--- src/rtl/helios_msg_pkg.sv ---
// Shared definitions for the Helios host byte-stream protocol: message codes,
// parse-FSM state encoding and the per-round byte-count helper.
// Optional build macro HELIOS_RESP_CHECKSUM_EN adds a fourth response byte
// (XOR checksum of the first three).
package helios_msg_pkg;

    localparam logic [7:0] START_DECODING_MSG      = 8'h01;
    localparam logic [7:0] MEASUREMENT_DATA_HEADER = 8'h02;

`ifdef HELIOS_RESP_CHECKSUM_EN
    localparam int RESP_BYTES = 4;
`else
    localparam int RESP_BYTES = 3;
`endif

    typedef enum logic [2:0] {
        ST_IDLE     = 3'd0,
        ST_WAIT_HDR = 3'd1,
        ST_LOAD     = 3'd2,
        ST_DECODE   = 3'd3,
        ST_RESP     = 3'd4
    } state_t;

    // Bytes needed to carry one round of PU syndrome bits, rounded up.
    function automatic int bytes_per_round(input int pu_per_round);
        return (pu_per_round + 7) / 8;
    endfunction

endpackage

--- src/rtl/msg_resp_serializer.sv ---
// Serializes one decode result (iteration count, cycle count high, cycle count
// low, and with HELIOS_RESP_CHECKSUM_EN an XOR checksum) onto an 8-bit
// valid/ready stream. Flags the acceptance of the final byte to the parent FSM.
module msg_resp_serializer
    import helios_msg_pkg::*;
(
    input  logic        clk,
    input  logic        reset,
    input  logic        load,
    input  logic [7:0]  iteration,
    input  logic [15:0] cycles,
    input  logic        ready,
    output logic [7:0]  data,
    output logic        valid,
    output logic        last_accepted
);

    // Bytes still queued behind the one currently presented on data.
    localparam int TAIL_W = 8 * (RESP_BYTES - 1);

    logic [TAIL_W-1:0] tail;
    logic [TAIL_W-1:0] pending;
    logic [1:0]        left;

`ifdef HELIOS_RESP_CHECKSUM_EN
    assign tail = {cycles, iteration ^ cycles[15:8] ^ cycles[7:0]};
`else
    assign tail = cycles;
`endif

    assign last_accepted = valid && ready && (left == 2'd0);

    // Present bytes one at a time; shift the next one in after each handshake.
    always_ff @(posedge clk or negedge reset) begin
        if (!reset) begin
            // NOTE: sequential state uses non-blocking assignments so every
            // register samples the pre-edge values of its neighbours.
            valid   <= 1'b0;
            data    <= 8'h00;
            pending <= '0;
            left    <= 2'd0;
        end else if (load) begin
            valid   <= 1'b1;
            data    <= iteration;
            pending <= tail;
            left    <= 2'(RESP_BYTES - 1);
        end else if (valid && ready) begin
            if (left == 2'd0) begin
                valid <= 1'b0;
                data  <= 8'h00;
            end else begin
                data    <= pending[TAIL_W-1 -: 8];
                pending <= pending << 8;
                left    <= left - 2'd1;
            end
        end
    end

endmodule

--- src/rtl/decoder_message_handler.sv ---
// FPGA-side end of the Helios host protocol: parses start/header/measurement
// bytes, assembles the syndrome vector, launches and times the decoding core,
// then hands the result to the response serializer.
// Optional build macro HELIOS_RESP_CHECKSUM_EN (handled in msg_resp_serializer).
module decoder_message_handler
    import helios_msg_pkg::*;
#(
    parameter int GRID_WIDTH_X            = 6,
    parameter int GRID_WIDTH_Z            = 2,
    parameter int GRID_WIDTH_U            = 9,
    parameter int ITERATION_COUNTER_WIDTH = 8
) (
    input  logic                               clk,
    input  logic                               reset,
    input  logic [7:0]                         input_data,
    input  logic                               input_valid,
    output logic                               input_ready,
    output logic [7:0]                         output_data,
    output logic                               output_valid,
    input  logic                               output_ready,
    output logic [8*bytes_per_round(GRID_WIDTH_X*GRID_WIDTH_Z)*GRID_WIDTH_U-1:0] measurements,
    output logic                               start_decoding,
    input  logic                               decode_done,
    input  logic [ITERATION_COUNTER_WIDTH-1:0] iteration_count
);

    localparam int BYTES_PER_ROUND = bytes_per_round(GRID_WIDTH_X * GRID_WIDTH_Z);
    localparam int TOTAL_BYTES     = BYTES_PER_ROUND * GRID_WIDTH_U;
    localparam int IDX_W           = (TOTAL_BYTES > 1) ? $clog2(TOTAL_BYTES) : 1;

    state_t           state;
    state_t           next_state;
    logic [IDX_W-1:0] byte_idx;
    logic [15:0]      cycle_count;
    logic             accept;
    logic             last_load_byte;
    logic             resp_load;
    logic             resp_last;

    assign accept         = input_valid && input_ready;
    assign last_load_byte = (state == ST_LOAD) && accept &&
                            (byte_idx == IDX_W'(TOTAL_BYTES - 1));
    assign resp_load      = (state == ST_DECODE) && decode_done;

    // Next-state decode of the parse FSM.
    always_comb begin
        // NOTE: default assignment first so no path through the case infers a latch.
        next_state = state;
        case (state)
            ST_IDLE:     if (accept && input_data == START_DECODING_MSG) next_state = ST_WAIT_HDR;
            ST_WAIT_HDR: if (accept && input_data == MEASUREMENT_DATA_HEADER) next_state = ST_LOAD;
            ST_LOAD:     if (last_load_byte) next_state = ST_DECODE;
            ST_DECODE:   if (decode_done) next_state = ST_RESP;
            ST_RESP:     if (resp_last) next_state = ST_WAIT_HDR;
            default:     next_state = ST_IDLE;
        endcase
    end

    // State register plus outputs registered from the next state.
    always_ff @(posedge clk or negedge reset) begin
        if (!reset) begin
            state          <= ST_IDLE;
            input_ready    <= 1'b0;
            start_decoding <= 1'b0;
        end else begin
            state          <= next_state;
            input_ready    <= (next_state == ST_IDLE) || (next_state == ST_WAIT_HDR) ||
                              (next_state == ST_LOAD);
            start_decoding <= last_load_byte;
        end
    end

    // Measurement assembly: cleared on header, one byte per accepted LOAD beat.
    always_ff @(posedge clk or negedge reset) begin
        if (!reset) begin
            // NOTE: the syndrome register is reset because it is a visible output
            // whose reset value is defined, not scratch storage.
            byte_idx     <= '0;
            measurements <= '0;
        end else if (state == ST_WAIT_HDR && next_state == ST_LOAD) begin
            byte_idx     <= '0;
            measurements <= '0;
        end else if (state == ST_LOAD && accept) begin
            measurements[{byte_idx, 3'b000} +: 8] <= input_data;
            byte_idx                              <= byte_idx + 1'b1;
        end
    end

    // Decode timer: cleared when the last byte lands, saturating count while busy.
    always_ff @(posedge clk or negedge reset) begin
        if (!reset) begin
            cycle_count <= 16'h0000;
        end else if (last_load_byte) begin
            cycle_count <= 16'h0000;
        end else if (state == ST_DECODE && !decode_done && cycle_count != 16'hFFFF) begin
            cycle_count <= cycle_count + 16'h0001;
        end
    end

    msg_resp_serializer u_resp (
        .clk           (clk),
        .reset         (reset),
        .load          (resp_load),
        .iteration     (8'(iteration_count)),
        .cycles        (cycle_count),
        .ready         (output_ready),
        .data          (output_data),
        .valid         (output_valid),
        .last_accepted (resp_last)
    );

endmodule
--- config.mk ---
export PLATFORM = sky130hd
export DESIGN_NAME = decoder_message_handler
export DESIGN_NICKNAME = d
export VERILOG_FILES = /design/src/rtl/helios_msg_pkg.sv /design/src/rtl/msg_resp_serializer.sv /design/src/rtl/decoder_message_handler.sv
export SDC_FILE = /design/constraint.sdc
export NUM_CORES = 1
export LEC_CHECK = 0
export ABC_AREA = 0
export ABC_CLOCK_PERIOD_IN_PS = 3700
export BUFFER_PORTS_ARGS = -buffer_cell sky130_fd_sc_hd__buf_2
export CAP_MARGIN = 30
export CORE_MARGIN = 5
export CORE_UTILIZATION = 35
export DETAILED_ROUTE_END_ITERATION = 8
export PLACE_DENSITY = 0.51
export SYNTH_ARGS = -nofsm -noshare
export SYNTH_HDL_FRONTEND = slang
export SYNTH_HIERARCHICAL = 1
export SYNTH_SLANG_ARGS = --single-unit
--- constraint.sdc ---
create_clock -name clk -period 3.7 [get_ports clk]
set_clock_uncertainty 0.2 [all_clocks]
set_input_delay 0.74 -clock clk [delete_from_list [all_inputs] [get_ports clk]]
set_output_delay 0.74 -clock clk [all_outputs]
set_load 0.05 [all_outputs]
==> results_dict.tcl <==
set metrics [dict create \
    use_met2_pct 27.8 \
    p_switching_mw 1.21 \
    clkTransAtPathRegs_ps 80 \
    first_pass_iters 4 \
    met1_usage_pct 28.4 \
    grt_usage_pct 19.1 \
    drt_iter0_drc 620 \
    remaining_drc_errors 0 \
    dieArea_um2 29100 \
    worst_setup_path_end_kind "flip-flop" \
    syn_inst 905 \
    grt_pass1_vias 7354 \
    finalSetupTns_ps 0 \
    synth-seq-cells 197 \
    grt_pass1_wl_mm 43.7 \
    vias 7308 \
    synth_warnings 6 \
    worstSetupStartpointType "flip-flop" \
    fmax_mhz 341 \
    path_cells "inv_1, ha_1, nor2_1, nand4_1, nor3_2, mux2i_1, nor2_1" \
    ys_top_cells_by_area "dfrtp_1 (55%), mux2i_1 (8.0%), nand2_1 (4.8%)" \
    synthArstFlopShare_pct 100 \
    htree_levels 4 \
    switching_share_pct 27.4 \
    cts_buffer_depth 2 \
    cts_buffers 17 \
    finalHoldViolCount 0 \
    synth-edff-count 0 \
    finalCriticalPeriod_ps 2930 \
    drv_slew 0 \
    start_util_pct 35.7 \
    cts_setup_buffers 0 \
    ys_types 62 \
    avgSynthCellArea_um2 9.97 \
    rsz0062_at_grt "false" \
    drive_gt1_share_pct 24.0 \
    internal-power_mw 3.21 \
    dpl.cell_count 1379 \
    multi_input_area_um2 3780 \
    max_stage_delay_ps 820 \
    maxCapViolCount 0 \
    core_um2 25300 \
    fin_nets 1098 \
    via_per_inst 5.17 \
    grt_max_degree 116 \
    n_antenna_cell 0 \
    power_density_nw_per_um2 403 \
    fin_cells 1413 \
    cp.required_ps 3810 \
    wire_per_inst_um 19.2 \
    cellLeakagePower_nw 5.50 \
    post-route-period-util_pct 79.2 \
    clkPwrFrac_pct 41.6 \
    grt_antenna_before_repair 0 \
    synth_fp_nets 933 \
    ant_nets 0 \
    gp_congestion 0.803 \
    cts_tree "done" \
    netlist_area_um2 9020 \
    status "finished, final reports clean" \
    fillerInstances 2467 \
    postSynth.topFlopCell "dfrtp_1" \
    area_delta_synth_final_pct 21.3 \
    std_cell_rows 58 \
    worst-setup-path-type "flip-flop to flip-flop" \
    regArea_um2 4930 \
    synth_top_cell_by_area "dfrtp_1" \
    die_w_um 171 \
    grt-busiest-layer "met1" \
    root_buffer "clkbuf_16" \
    dp_hpwl_mm 18.5 \
    tightestPinTransition_ps 946 \
    hold_class "flip-flop to flip-flop" \
    dieHeight_um 171 \
    cp.arrival_ps 3040 \
    final_common_cell "dfrtp_1" \
    worstPathMaxFanout 11 \
    mostFrequentLayoutCells "dfrtp_1 (197), buf_2 (174), nand2_1 (115), nor2_1 (106), o21ai_0 (78)" \
    io_buffers 175 \
    critPathSlowestCell "nor3_2" \
    seqPwrFrac_pct 50.7 \
    grt_overflow 0 \
    whs_ps 298 \
    crit_top_cell "nor2_1" \
    ioPinCount 176 \
    power_frac_comb_pct 7.7 \
    setup_viol_count_final 0 \
    ir_drop_mv 0.231 \
    ys_seq_area_share_pct 54.6 \
    wirelength_mm 27.1 \
    totalPowerFinal_mw 4.42 \
    clkLatencyLatePin_ps 430 \
    cts_sinks 197 \
    gr-usage-met3_pct 4.88 \
    maxSlewHeadroom_pct 36.6 \
    synth_top_area_share_pct 54.6 \
]
## power by group through the flow
stage | sequential, mW | combinational, mW | clock, mW
3_3_place_gp | 2.28 | 0.337 | 0
3_5_place_dp | 2.28 | 0.338 | 0
6_report | 2.24 | 0.340 | 1.84
2_1_floorplan | 2.34 | 0.137 | 0
4_1_cts | 2.24 | 0.340 | 1.89
5_1_grt | 2.25 | 0.378 | 1.97
## layer usage
layer / vias to the layer above / part of all wire (%)
met5: - / 0
met4: 0 / 1.3
met3: 26 / 7.2
met2: 201 / 44
met1: 3622 / 48
li1: 3459 / -
## final timing paths
path                                      from                 to  slack (ps)  depth (start not counted)
max in group asynchronous                reset    cycle_count[12]        1850                          4
min in group asynchronous                reset   measurements[51]         480                          2
worst min-delay path            u_resp/left[1]     u_resp/left[1]         300                          1
worst max register to register     byte_idx[0]  measurements[102]         770                          7
worst max-delay path               byte_idx[0]  measurements[102]         770                          7
worst min register to register  u_resp/left[1]     u_resp/left[1]         300                          1
## through the flow
step | util, % | worst slack (ps) | cell area [um^2]
after floorplan | - | 958 | 9020
after global placement | 40.9 | 741 | 10300
after detailed placement | 40.9 | 636 | 10300
after CTS | 43.2 | 823 | 10900
after global routing | 43.3 | 533 | 10900
final | 43.3 | 770 | 10900
## Yosys cell counts (3+ instances only)
cell type	number
nor3_4	4
nor2_1	106
nand2_1	115
nor2b_1	16
o31ai_1	3
a221o_1	8
nor3b_1	6
inv_1	15
xnor2_1	8
nor4_1	5
nand3_1	55
or3_1	3
o21ai_0	78
nor4b_1	7
clkbuf_1	23
a21oi_1	52
and2_1	9
nor3_1	9
xor2_1	7
buf_4	3
buf_2	27
ha_1	7
a31o_2	3
nand2b_1	6
and3_1	6
dfrtp_1	197
mux2i_1	72
and4_1	4
buf_6	3
a211oi_1	4
nand4_1	7
## registers in the layout (all words and copies together) (netlist names)
register	flops
u_resp/pending	16
byte_idx	5
cycle_count	16
u_resp/left	2
input_ready	1
start_decoding	1
u_resp/data	8
state	3
u_resp/valid	1
measurements	144
## worst max-delay path: cells and delay by family, from the launching register on
kind | cells | cell delay (ps)
multiplexers | 1 | 260
buffers and inverters | 1 | 80
AND/OR/NAND/NOR | 4 | 1460
adder cells (fa/ha/maj) | 1 | 460
flip-flops | 1 | 350
## cell type report
| type | instances | area share [%] |
|---|---|---|
| clock buffers | 18 | 3.92 |
| clock inverters | 14 | 1.29 |
| inverters | 16 | 0.549 |
| multi-input cells | 634 | 34.6 |
| flip-flops and latches | 197 | 45.0 |
| repair buffers | 204 | 10.8 |
| well taps | 330 | 3.77 |
## logic make-up (layout without fill, tap and decap cells)
logic type                 after synthesis  count (layout)  share of synthesized area [%]
AOI/OAI and AO/OA                      164             164                           10.5
buffers and inverters                   74             252                           3.83
adders and majority gates                7               7                          0.971
muxes                                   72              72                           7.99
and+or+nand+nor                        376             376                           20.6
xor gates and xnor gates                15              15                           1.46
DFF                                    197             197                           54.6
## what timing repair did
item / 4_1_cts / 5_1_grt
hold buffers: 0 / 1
resized for setup: 0 / 0
hold endpoints to repair: 0 / 8
(Power assumes the default switching activity.)
